## config.mk

```make
export PLATFORM = sky130hd
export DESIGN_NAME = wb_stage
export DESIGN_NICKNAME = d
export VERILOG_FILES = /design/src/rtl/wb_pkg.sv /design/src/rtl/load_extender.sv /design/src/rtl/wb_stage.sv
export SDC_FILE = /design/constraint.sdc
export NUM_CORES = 1
export LEC_CHECK = 0
export ABC_AREA = 1
export BUFFER_PORTS_ARGS = -buffer_cell sky130_fd_sc_hd__buf_2
export CAP_MARGIN = 15
export CORE_AREA = 2 2 105 107
export CTS_BUF_LIST = sky130_fd_sc_hd__clkbuf_4
export DETAILED_ROUTE_END_ITERATION = 12
export DIE_AREA = 0 0 107 109
export PLACE_DENSITY = 0.77
export SYNTH_ARGS = -nofsm -noshare
export SYNTH_HDL_FRONTEND = slang
export SYNTH_SLANG_ARGS = --single-unit
export TNS_END_PERCENT = 100
```

## constraint.sdc

```tcl
create_clock -name i_clk -period 1.45 [get_ports i_clk]
set_input_delay 0.29 -clock i_clk [delete_from_list [all_inputs] [get_ports i_clk]]
set_output_delay 0.29 -clock i_clk [all_outputs]
set_load 0.05 [all_outputs]
```

## src/rtl/wb_pkg.sv

```systemverilog
// Shared definitions for the MIPS write-back stage: write-back source codes,
// load-size codes and the halt state encoding.
package wb_pkg;

  localparam logic [1:0] WB_SEL_ALU = 2'b00;
  localparam logic [1:0] WB_SEL_MEM = 2'b01;
  localparam logic [1:0] WB_SEL_PC8 = 2'b10;

  localparam logic [1:0] LOAD_BYTE = 2'b00;
  localparam logic [1:0] LOAD_HALF = 2'b01;
  localparam logic [1:0] LOAD_WORD = 2'b10;

  typedef enum logic {
    ST_RUN    = 1'b0,
    ST_HALTED = 1'b1
  } wb_state_e;

endpackage

```

## src/rtl/load_extender.sv

```systemverilog
// Combinational little-endian sub-word extraction with sign or zero extension
// for LB/LBU/LH/LHU/LW.
module load_extender
  import wb_pkg::*;
#(
  parameter int NB_REG = 32
) (
  input  logic [NB_REG-1:0] data,
  input  logic [1:0]        byte_offset,
  input  logic [1:0]        load_size,
  input  logic              load_unsigned,
  output logic [NB_REG-1:0] ext_data
);

  logic [7:0]  byte_val;
  logic [15:0] half_val;
  logic        byte_sign;
  logic        half_sign;

  always_comb begin
    byte_val = data[7:0];
    case (byte_offset)
      2'd0:    byte_val = data[7:0];
      2'd1:    byte_val = data[15:8];
      2'd2:    byte_val = data[23:16];
      default: byte_val = data[31:24];
    endcase
  end

  // Halfword lane comes from offset bit 1 only; an odd offset is not trapped here.
  always_comb begin
    half_val = byte_offset[1] ? data[31:16] : data[15:0];
  end

  always_comb begin
    byte_sign = ~load_unsigned & byte_val[7];
    half_sign = ~load_unsigned & half_val[15];
    ext_data  = data;
    case (load_size)
      LOAD_BYTE: ext_data = {{(NB_REG-8){byte_sign}}, byte_val};
      LOAD_HALF: ext_data = {{(NB_REG-16){half_sign}}, half_val};
      default:   ext_data = data;
    endcase
  end

endmodule

```

## src/rtl/wb_stage.sv

```systemverilog
// MEM/WB pipeline latch with write-back source select, $0 write guard,
// retired-instruction counter and sticky HALT state for the debug unit.
module wb_stage
  import wb_pkg::*;
#(
  parameter int NB_REG        = 32,
  parameter int NB_ADDR_REG   = 5,
  parameter int NB_RETIRE_CNT = 32
) (
  input  logic                     i_clk,
  input  logic                     i_rst,
  input  logic                     i_stall,
  input  logic                     i_flush,
  input  logic                     i_valid,
  input  logic [NB_REG-1:0]        i_alu_result,
  input  logic [NB_REG-1:0]        i_data_from_mem,
  input  logic [NB_REG-1:0]        i_pcplus8,
  input  logic [1:0]               i_byte_offset,
  input  logic [1:0]               i_wb_sel,
  input  logic [1:0]               i_load_size,
  input  logic                     i_load_unsigned,
  input  logic                     i_RegWrite,
  input  logic [NB_ADDR_REG-1:0]   i_rd_addr,
  input  logic                     i_halt_instr,
  output logic                     o_RegWrite,
  output logic [NB_ADDR_REG-1:0]   o_rd_addr,
  output logic [NB_REG-1:0]        o_data_to_reg,
  output logic [NB_RETIRE_CNT-1:0] o_retire_cnt,
  output logic                     o_halted
);

  logic [NB_REG-1:0] load_value;
  logic [NB_REG-1:0] wb_value;
  wb_state_e         state_q;
  wb_state_e         state_d;
  logic              running;
  logic              flush_now;
  logic              capture;
  logic              retire;
  logic              write_ok;

  load_extender #(
    .NB_REG(NB_REG)
  ) u_load_extender (
    .data          (i_data_from_mem),
    .byte_offset   (i_byte_offset),
    .load_size     (i_load_size),
    .load_unsigned (i_load_unsigned),
    .ext_data      (load_value)
  );

  // Code 11 is unused by the decoder and falls back to the ALU result.
  always_comb begin
    wb_value = i_alu_result;
    case (i_wb_sel)
      WB_SEL_MEM: wb_value = load_value;
      WB_SEL_PC8: wb_value = i_pcplus8;
      default:    wb_value = i_alu_result;
    endcase
  end

  always_comb begin
    running   = (state_q == ST_RUN);
    flush_now = running & i_flush;
    capture   = running & ~i_flush & ~i_stall;
    retire    = capture & i_valid;
    write_ok  = i_valid & i_RegWrite & (i_rd_addr != '0) & ~i_halt_instr;
    state_d   = state_q;
    case (state_q)
      ST_RUN:    if (retire && i_halt_instr) state_d = ST_HALTED;
      ST_HALTED: state_d = ST_HALTED;
      default:   state_d = ST_RUN;
    endcase
  end

  // Once halted nothing below moves until reset, so at most one write follows HALT.
  always_ff @(posedge i_clk) begin
    if (i_rst) begin
      state_q       <= ST_RUN;
      o_RegWrite    <= 1'b0;
      o_rd_addr     <= '0;
      o_data_to_reg <= '0;
      o_retire_cnt  <= '0;
    end else begin
      state_q <= state_d;
      if (flush_now) begin
        o_RegWrite    <= 1'b0;
        o_rd_addr     <= '0;
        o_data_to_reg <= '0;
      end else if (capture) begin
        o_RegWrite    <= write_ok;
        o_rd_addr     <= i_rd_addr;
        o_data_to_reg <= wb_value;
      end
      if (retire) begin
        o_retire_cnt <= o_retire_cnt + NB_RETIRE_CNT'(1);
      end
    end
  end

  assign o_halted = (state_q == ST_HALTED);

endmodule

```

==> flow_summary_export.csv <==
group,metric,value,unit
status,outcome,"finished, violations left",
place,dp_cells,1157,
floorplanning,core_area,10600,sq um
floorplanning,die_h,109,um
timing,period_minus_slack,1.51,ns
global_routing,grt_pass1_vias,5379,
cts,numCtsBuffers,9,
route,drtIter0Drc,493,
route,vias,6128,
cts,clk_pin_slew,0.15,ns
route,drcViolationCount,0,
synthesis,synth_edf_count,0,
route,drt_first_pass_iters,5,
synthesis,yosysUniqueCellTypes,40,
synthesis,synth_seq_cells,71,
timing,worst_slew_pin_slew,0.280,ns
route,wl_per_cell,14.7,um
pwr,power.density,625,nW/um^2
timing,period_share,104,%
pwr,leakage,3.24,nW
cells_and_area,multi_input_area,3110,sq um
job,max-cap-violations,0,
synthesis,avgSynthCellArea,5.84,sq um
global_routing,grt_max_degree,53,
cells_and_area,num-fill-cells,987,
cts,cts_tree,"done",
route,avgViaCountPerCell,5.16,
worst_hold_path,min_from,"i_rd_addr[2]",
pwr,ir_drop,0.405,mV
timing,finalSetupViolCount,3,
synthesis,ys.flop_type,"dfxtp_1",
global_routing,grt_pass1_wl,26100,um
cells_and_area,area_delta_synth_final,43.9,%
timing,layout_setup_ws,-0.0619,ns
worst_setup_path,rr_startpoint,"o_retire_cnt[5]",
floorplanning,ios,186,
worst_setup_path,crit_path_end_kind,"flop",
worst_setup_path,critical_path_required,1.76,ns
place,dp_slack,-0.101,ns
global_routing,grt.overflow.total,0,
timing,grt_setup_unrepaired,"true",
floorplanning,initial_utilization,44.6,%
timing,final_hold_viol_count,0,
cells_and_area,post-route-util,64.2,%
cells_and_area,drive_gt1_share,35.9,%
timing,fmax,661,MHz
worst_hold_path,min_path_type,"in2reg",
synthesis,synth_warnings,0,
floorplanning,fp.dieArea,11700,sq um
timing,slew_headroom,81.2,%
cts,root_buffer,"clkbuf_4",
status,violations,"negative setup slack",
worst_setup_path,critPathMaxFanout,5,
place,gp_congestion,1.01,
route,wirelength,17400,um
synthesis,syn_area,4730,sq um
cts,htree_levels,3,
cts,clockBufferDepth,2,
cells_and_area,seq_area,1520,sq um
synthesis,ys_seq_area_share,30.0,%
global_routing,gr-usage-all-layers,28.3,%
worst_setup_path,critPathLaunch,"o_retire_cnt[5]",
worst_setup_path,critical_path_class,"reg2reg",
cts,clock_latency,0.42,ns
synthesis,synthCells,810,
synthesis,syn_nets,928,
floorplanning,row_count,38,
synthesis,synthArstFlopShare,0,%
global_routing,antenna_found_initial,2,
route,antenna_left,0,
cts,cts_hold_buf,0,
floorplanning,fp.dieW,107,um
timing,fin_worst_skew,0.0275,ns
place,dp_hpwl,13100,um
worst_setup_path,cp.arrival,1.82,ns
timing,slew_viol_final,0,
place,numPortBuffers,185,
worst_setup_path,critPathLaunchType,"flop",
cells_and_area,final_cells,1188,
cells_and_area,nets,1159,
cts,clock_sinks,71,
-- kinds of logic after synthesis --
group / Yosys count / synth area share, %
and+or+nand+nor: 489 / 44.4
AOI/OAI and AO/OA: 143 / 15.9
buffers and inverters: 102 / 8.51
DFF: 71 / 30.0
adders and majority gates: 3 / 0.793
xor gates and xnor gates: 2 / 0.370
-- per-layer routing --
| metal | track usage (%) | part of all wire, % | vias to the layer above |
|---|---|---|---|
| met5 | 0 | 0 | - |
| met4 | 14.6 | 4.7 | 0 |
| met3 | 5.68 | 7.2 | 62 |
| met2 | 46.1 | 46 | 297 |
| met1 | 35.6 | 42 | 2719 |
| li1 | - | - | 3050 |
-- synthesized netlist by cell type (all sizes together) (9+ instances only) --
master / n / share of area [%]
o21ai: 26 / 2.7
nor2: 142 / 12
buf: 13 / 1.4
or2: 12 / 1.6
a21oi: 104 / 11
nand4: 9 / 1.2
dfxtp: 71 / 30
nand2: 267 / 22
clkbuf: 23 / 1.8
inv: 64 / 5.1
nor3: 16 / 2.5
nand3: 34 / 4.2
-- path summary, 6_finish.rpt --
kind                      end  slack, ns  cells past startpoint
max          o_retire_cnt[14]      -0.06                      9
min              o_rd_addr[2]       0.13                      3
max reg2reg  o_retire_cnt[14]      -0.06                      9
min reg2reg  o_data_to_reg[0]       0.47                      2
-- report_power, final --
part           leakage [nW]  switching [W]  internal (W)
clock                0.0688       0.000775      0.000356
combinational          2.57       0.000713      0.000443
sequential            0.596      0.0000217       0.00195
-- area by class of cell --
class                           instances  share of cell area [%]
Multi-Input combinational cell        637                    45.6
Tap cell                              140                    2.57
Timing Repair Buffer                  256                    24.1
Inverter                               66                    3.71
Antenna cell                            2                  0.0735
Sequential cell                        71                    22.2
Clock inverter                          7                   0.643
Clock buffer                            9                   0.992
-- timing repair --
action / 4_1_cts / 5_1_grt
hold endpoints to repair: 0 / 0
pin swaps: 4 / 18
endpoints found under the setup margin: 11 / 54
gates cloned: 0 / 1
gates resized for setup: 8 / 70
buffers inserted: 2 / 10
-- per-stage QoR --
step | area [sq um] | power [W] | hold slack (ns) | TNS (ns)
after CTS | 6470 | 0.00426 | 0.106 | -0.0560
after floorplan | 4830 | 0.00266 | 0.434 | -0.0862
after global routing | 6810 | 0.00449 | 0.103 | -1.33
after global placement | 6320 | 0.00313 | 0.450 | -0.531
final | 6810 | 0.00425 | 0.132 | -0.106
after detailed placement | 6320 | 0.00313 | 0.452 | -1.15
-- cell usage in the layout, fill, tap and decap left out, drive strengths merged --
cell type	n
nand3	34
o21a	2
o31ai	1
nor3	16
o22ai	1
xor2	2
a211oi	2
nand3b	7
diode	2
clkbuf	13
dfxtp	71
nand4	9
nor2	142
ha	3
or2	12
inv	68
nor3b	2
clkinv	5
buf	252
o21ai	26
o211ai	6
o21bai	1
a21oi	104
nand2	267
-- critical path, stage by stage, from the launching register on --
cell     delay [ns]
dfxtp_4        0.40
buf_4          0.13
nand4_1        0.19
nor2_4         0.17
nand2_2        0.09
nor2_4         0.12
buf_4          0.12
inv_2          0.03
o21ai_1        0.10
a21oi_1        0.04
No activity file was read; power rests on OpenSTA's default activity.
